==> src/rtl/inbound_fsm_mc.sv <==
// inbound_fsm_mc: multi-channel register file and upstream command/completion issue FSM.
// Completions and round-robin WR32 channel commands share one upstream FIFO.
module inbound_fsm_mc #(
    parameter int NUM_CH = 4,
    parameter logic [4:0] LEN_RST = 5'd6
) (
    input  logic        clk,
    input  logic        rst,
    input  logic        wr_en_i,
    input  logic [10:0] wr_addr_i,
    input  logic [31:0] wr_data_i,
    output logic        wr_busy_o,
    input  logic [10:0] rd_addr_i,
    output logic [31:0] rd_data_o,
    input  logic        req_compl_i,
    input  logic        req_compl_with_data_i,
    input  logic [2:0]  req_tc_i,
    input  logic        req_td_i,
    input  logic        req_ep_i,
    input  logic [1:0]  req_attr_i,
    input  logic [9:0]  req_len_i,
    input  logic [15:0] req_rid_i,
    input  logic [7:0]  req_tag_i,
    input  logic [7:0]  req_be_i,
    input  logic [12:0] req_addr_i,
    output logic        compl_done_o,
    input  logic        cmd_compl_i,
    input  logic [2:0]  cmd_id_i,
    input  logic        us_cmd_fifo_full_i,
    input  logic        us_cmd_fifo_prog_full_i,
    output logic [63:0] us_cmd_fifo_din_o,
    output logic        us_cmd_fifo_wr_en_o,
    output logic        rx_np_ok_o
);
    typedef enum logic [1:0] {IDLE, CPL_WAIT, ISSUE_CPL, ISSUE_CMD} state_t;
    localparam logic [7:0] CH_MASK = 8'((9'd1 << NUM_CH) - 9'd1);
    state_t state, state_nxt;
    logic [7:0] pending, busy;
    logic [1:0] err;
    logic [4:0] len;
    logic [31:0] addr [8];
    logic [2:0] rr, gnt, gnt_nxt;
    logic gnt_vld, cpld, idle, wr_ok, issue_cmd;
    logic [53:0] hdr;
    logic [3:0] widx;
    logic unused;
    assign unused = ^{wr_addr_i[10:6], wr_addr_i[1:0], rd_addr_i[10:6], rd_addr_i[1:0],
                      req_addr_i[12:7], req_addr_i[1:0]};
    assign idle = state == IDLE;
    assign issue_cmd = state == ISSUE_CMD;
    assign wr_ok = wr_en_i && idle;
    assign widx = wr_addr_i[5:2];
    assign wr_busy_o = !idle;
    assign rx_np_ok_o = idle && !us_cmd_fifo_prog_full_i;
    assign us_cmd_fifo_wr_en_o = issue_cmd || state == ISSUE_CPL;
    assign compl_done_o = state == ISSUE_CPL;
    assign us_cmd_fifo_din_o = issue_cmd ? {2'b10, len, gnt, 22'd0, addr[gnt]} :
                               compl_done_o ? {1'b0, cpld, len, 3'd0, hdr} : 64'd0;
    // Descending scan so the last hit is the first pending channel at or after rr.
    always_comb begin
        gnt_nxt = '0;
        gnt_vld = 1'b0;
        for (int k = NUM_CH - 1; k >= 0; k--)
            if (pending[3'((int'(rr) + k) % NUM_CH)]) begin
                gnt_nxt = 3'((int'(rr) + k) % NUM_CH);
                gnt_vld = 1'b1;
            end
    end
    always_comb begin
        state_nxt = IDLE;
        if (idle)
            state_nxt = req_compl_i ? (us_cmd_fifo_full_i ? CPL_WAIT : ISSUE_CPL) :
                        (gnt_vld && !us_cmd_fifo_full_i) ? ISSUE_CMD : IDLE;
        else if (state == CPL_WAIT)
            state_nxt = us_cmd_fifo_full_i ? CPL_WAIT : ISSUE_CPL;
    end
    always_comb begin
        rd_data_o = '0;
        if (rd_addr_i[5])
            rd_data_o = int'(rd_addr_i[4:2]) < NUM_CH ? addr[rd_addr_i[4:2]] : 32'd0;
        else if (rd_addr_i[4:2] == 3'd0)
            rd_data_o = 32'(pending);
        else if (rd_addr_i[4:2] == 3'd1)
            rd_data_o = 32'(len);
        else if (rd_addr_i[4:2] == 3'd2)
            rd_data_o = 32'(busy);
        else if (rd_addr_i[4:2] == 3'd3)
            rd_data_o = 32'(err);
    end
    always_ff @(posedge clk) begin
        if (rst) begin
            state <= IDLE;
            pending <= '0;
            busy <= '0;
            err <= '0;
            len <= LEN_RST;
            rr <= '0;
            gnt <= '0;
            cpld <= 1'b0;
            hdr <= '0;
            for (int c = 0; c < 8; c++) addr[c] <= '0;
        end else begin
            state <= state_nxt;
            if (idle && req_compl_i) begin
                cpld <= req_compl_with_data_i;
                hdr <= {req_tc_i, req_td_i, req_ep_i, req_attr_i, req_len_i, req_rid_i,
                        req_tag_i, req_be_i, req_addr_i[6:2]};
            end
            if (state_nxt == ISSUE_CMD) gnt <= gnt_nxt;
            if (issue_cmd) rr <= int'(gnt) == NUM_CH - 1 ? 3'd0 : gnt + 3'd1;
            if (wr_ok && widx == 4'd1) len <= wr_data_i[4:0];
            if (wr_ok && wr_addr_i[5] && int'(wr_addr_i[4:2]) < NUM_CH)
                addr[wr_addr_i[4:2]] <= wr_data_i;
            // CMD writes test the busy value before any same-cycle completion clears it.
            pending <= (pending | (wr_ok && widx == 4'd0 ? wr_data_i[7:0] & CH_MASK & ~busy : 8'd0))
                       & ~(issue_cmd ? 8'd1 << gnt : 8'd0);
            busy <= (busy & ~(cmd_compl_i && busy[cmd_id_i] ? 8'd1 << cmd_id_i : 8'd0))
                    | (issue_cmd ? 8'd1 << gnt : 8'd0);
            err <= (err & ~(wr_ok && widx == 4'd3 ? wr_data_i[1:0] : 2'd0))
                   | {wr_en_i && !idle, cmd_compl_i && !busy[cmd_id_i]};
        end
    end
endmodule

==> config.mk <==
export PLATFORM = sky130hd
export DESIGN_NAME = inbound_fsm_mc
export DESIGN_NICKNAME = d
export VERILOG_FILES = /design/src/rtl/inbound_fsm_mc.sv
export SDC_FILE = /design/constraint.sdc
export NUM_CORES = 1
export LEC_CHECK = 0
export BUFFER_PORTS_ARGS = -buffer_cell sky130_fd_sc_hd__buf_4
export CAP_MARGIN = 15
export CORE_UTILIZATION = 38
export CTS_BUF_LIST = sky130_fd_sc_hd__clkbuf_4
export CTS_CLUSTER_SIZE = 20
export DETAILED_ROUTE_END_ITERATION = 10
export PLACE_DENSITY_LB_ADDON = 0.3
export SKIP_CTS_REPAIR_TIMING = 1
export SLEW_MARGIN = 0
export SYNTH_ARGS = -nofsm -noshare
export SYNTH_HDL_FRONTEND = slang
export SYNTH_SLANG_ARGS = --single-unit
==> constraint.sdc <==
create_clock -name clk -period 8.4 [get_ports clk]
set_input_delay 1.26 -clock clk [delete_from_list [all_inputs] [get_ports clk]]
set_output_delay 1.26 -clock clk [all_outputs]
set_load 0.1 [all_outputs]
==> flow_summary_export.csv <==
group,metric,value,unit
critical_path,path_class,"input port to output pin",
timing,min_period,4230,ps
placed_design,dpl.hpwl,17400,um
critical_path,cp_num_buf_inv,2,
critical_path,cpPeakStageDelay,620,ps
synth,synth_seq_area_share,0.522,
global_route,grt_pass1_wl,43300,um
global_route,grt_max_degree,78,
timing,setup_viol,0,
power,internal-power,1.74,mW
global_route,busiest_layer,"met2",
drt,vias,7586,
synth,yosysWarnings,0,
critical_path,path_cells,"buf_4 -> mux4_2 -> mux2i_1 -> nor2_1 -> buf_4",
floorplanning,initial_core_util,0.389,
synth,synth_ff_type,"edfxtp_1",
cts,cts_tree,"done",
global_route,grtUsageMet3,0.0400,
power,seqPwrFrac,0.483,
critical_path,end_kind,"output pin",
power,p_comb_frac,0.139,
timing,fmax,0.237,GHz
global_route,met2_usage,0.342,
synth,synthTopCellsByArea,"edfxtp_1 (37%), dfxtp_1 (16%), mux4_2 (15%), and2_1 (9.3%), nand2_1 (4.6%)",
status,outcome,"completed",
placed_design,dpl.cell_count,1386,
synth,synth_edf_count,128,
synth,async_flop_share,0,
worst_hold_path,min-delay-start,"hdr[47]",
timing,layout_setup_ws,4170,ps
timing,fin_setup_tns,0,ps
global_route,grt_pass1_vias,7788,
synth,synth_area,0.0105,mm2
floorplanning,fp-row-count,60,
cts,cts.reportedPaths.clkPinSlew,50,ps
placed_design,routabilityCongestion,0.779,
critical_path,reg2regPathDepth,5,
synth,synth.ff_latch_count,210,
floorplanning,die_h,168,um
placed_design,place_ws,4120,ps
global_route,grt-ovfl-total,0,
timing,maxSlewViolCount,0,
drt,drt-initial-drc-count,474,
timing,whs,448,ps
timing,clock_skew,34.2,ps
drt,ant_nets,0,
synth,synth_nets,1027,
global_route,gr-usage-met1,0.254,
global_route,gr-usage-all-layers,0.200,
final_layout,layout.cells.non_filler,1493,
critical_path,rr_endpoint,"addr[2][22]",
timing,finalCritPeriodShare,0.503,
floorplanning,fp.coreArea,0.0270,mm2
cts,cts_inserted_buffers,58,
drt,wirelength,28200,um
timing,worst_pin_slew,1030,ps
critical_path,crit_family,"buffers and inverters",
cts,cts_sinks,210,
final_layout,area_growth,24.4,%
critical_path,start_kind,"input port",
power,p_leak,5.05,nW
synth,synth_top_area_frac,0.366,
global_route,antenna_found_initial,1,
power,p_per_area,184,mW/mm2
synth,yosys.area.top_type,"edfxtp_1",
cts,clock_path_buffers,3,
power,switching_share,0.275,
worst_hold_path,hold_path_end,"hdr[47]",
critical_path,path_max_fanout,38,
drt,drc_errors,0,
drt,wl_per_cell,18.9,um
cts,clock_latency,640,ps
worst_hold_path,hp-class,"register to register",
floorplanning,die_w,168,um
final_layout,final_cell_mix,"buf_4 (214), and2_1 (156), edfxtp_1 (128)",
critical_path,cp_common_cell,"buf_4",
placed_design,io_buffers,203,
drt,firstDrtPassIters,4,
floorplanning,dieArea,0.0283,mm2
cts,root_buffer,"clkbuf_4",
floorplanning,io_pins,227,
power,peakVddDrop,0.0735,mV
final_layout,drive_gt1_frac,0.344,
final_layout,fin_nets,1236,
critical_path,worst_path_max_delay_cell,"mux4_2",
critical_path,r2r-start,"state[1]",
power,p_clk_frac,0.379,
worst_hold_path,hold_path_depth,2,
critical_path,critPathLaunch,"rd_addr_i[2]",
job,maxCapViolCount,0,
critical_path,rrSetupSlack,5050,ps
synth,syn_inst,896,
timing,maxSlewHeadroom,0.313,
final_layout,final_common_cell,"buf_4",
timing,rsz0062_at_grt,"false",
power,switchingPower,661,uW
synth,ys_types,42,
cts,htreeDepth,2,
critical_path,crit_required,7140,ps
drt,routed_via_density,5.08,
synth,avgSynthCellArea,11.7,um2
timing,hold_viol,0,
critical_path,crit_arrival,2970,ps
[cell type report]
class | instances | area (um2)
well taps | 341 | 427
multi-input cells | 609 | 4760
fillers | 2520 | 13900
diodes | 1 | 2.50
flip-flops and latches | 210 | 5490
repair buffers | 215 | 1620
clock buffers | 92 | 691
inverters | 11 | 41.3
clock inverters | 14 | 53.8
[state kept, by name, summed over array words and instances, names as in the netlist, named ones only]
name and flops:
cpld 1, pending 4, err 2, gnt 2, addr 128, len 5
hdr 54, rr 2, busy 8, state 2
[worst max path at each step]
stage / endpoint / slack (ps) / cells after the start
global placement: rd_data_o[1] / 4120 / 5
global route: rd_data_o[1] / 4050 / 5
CTS: rd_data_o[1] / 4120 / 5
detailed placement: rd_data_o[0] / 4120 / 5
floorplan: rd_data_o[4] / 3020 / 5
finish: rd_data_o[1] / 4170 / 5
[power groups by stage]
stage | registers (mW) | clock network, mW | logic, mW
after floorplan | 1.17 | 0 | 0.232
after global placement | 1.18 | 0 | 0.334
after detailed placement | 1.18 | 0 | 0.337
after CTS | 1.16 | 0.939 | 0.337
after global routing | 1.17 | 0.990 | 0.354
final | 1.16 | 0.911 | 0.333
[cell families (layout without fill, tap and decap cells)]
family | after synthesis | in the layout | synth area share
AND/OR/NAND/NOR | 398 | 398 | 0.206
AO/OA/AOI/OAI | 98 | 98 | 0.0537
other | 1 | 2 | 0.000357
adder cells (fa/ha/maj) | 4 | 4 | 0.00476
flip-flops | 210 | 210 | 0.522
buffers and inverters | 77 | 332 | 0.0296
multiplexers | 108 | 108 | 0.184
[tightest hold or removal path, stage by stage, from the launching register on]
cell and delay [ps]:
dfxtp_1 300, nand2_1 50, a21oi_1 50
[metrics by stage]
| stage | utilization | total power, mW | cell area (um2) |
|---|---|---|---|
| after detailed placement | 0.456 | 1.52 | 12300 |
| final | 0.484 | 2.41 | 13100 |
| after global routing | 0.484 | 2.51 | 13100 |
| after global placement | 0.456 | 1.51 | 12300 |
| after CTS | 0.484 | 2.44 | 13100 |
| after floorplan | - | 1.40 | 10500 |
[cell usage after synthesis, types with 6 or more instances]
| cell type | n |
|---|---|
| clkbuf_1 | 48 |
| mux4_2 | 68 |
| buf_1 | 6 |
| nor2_1 | 15 |
| nor3_1 | 10 |
| nor2b_1 | 66 |
| mux2i_1 | 40 |
| dfxtp_1 | 82 |
| a21oi_1 | 73 |
| nand2_1 | 128 |
| a211oi_1 | 6 |
| inv_1 | 9 |
| and2_1 | 157 |
| buf_2 | 9 |
| edfxtp_1 | 128 |
[per-layer routing]
metal	vias up	wire (um)
met5	-	0
met4	0	509
met3	43	1620
met2	240	13800
met1	3666	12300
li1	3637	-
Note: power is estimated with default switching activity, not from simulation.
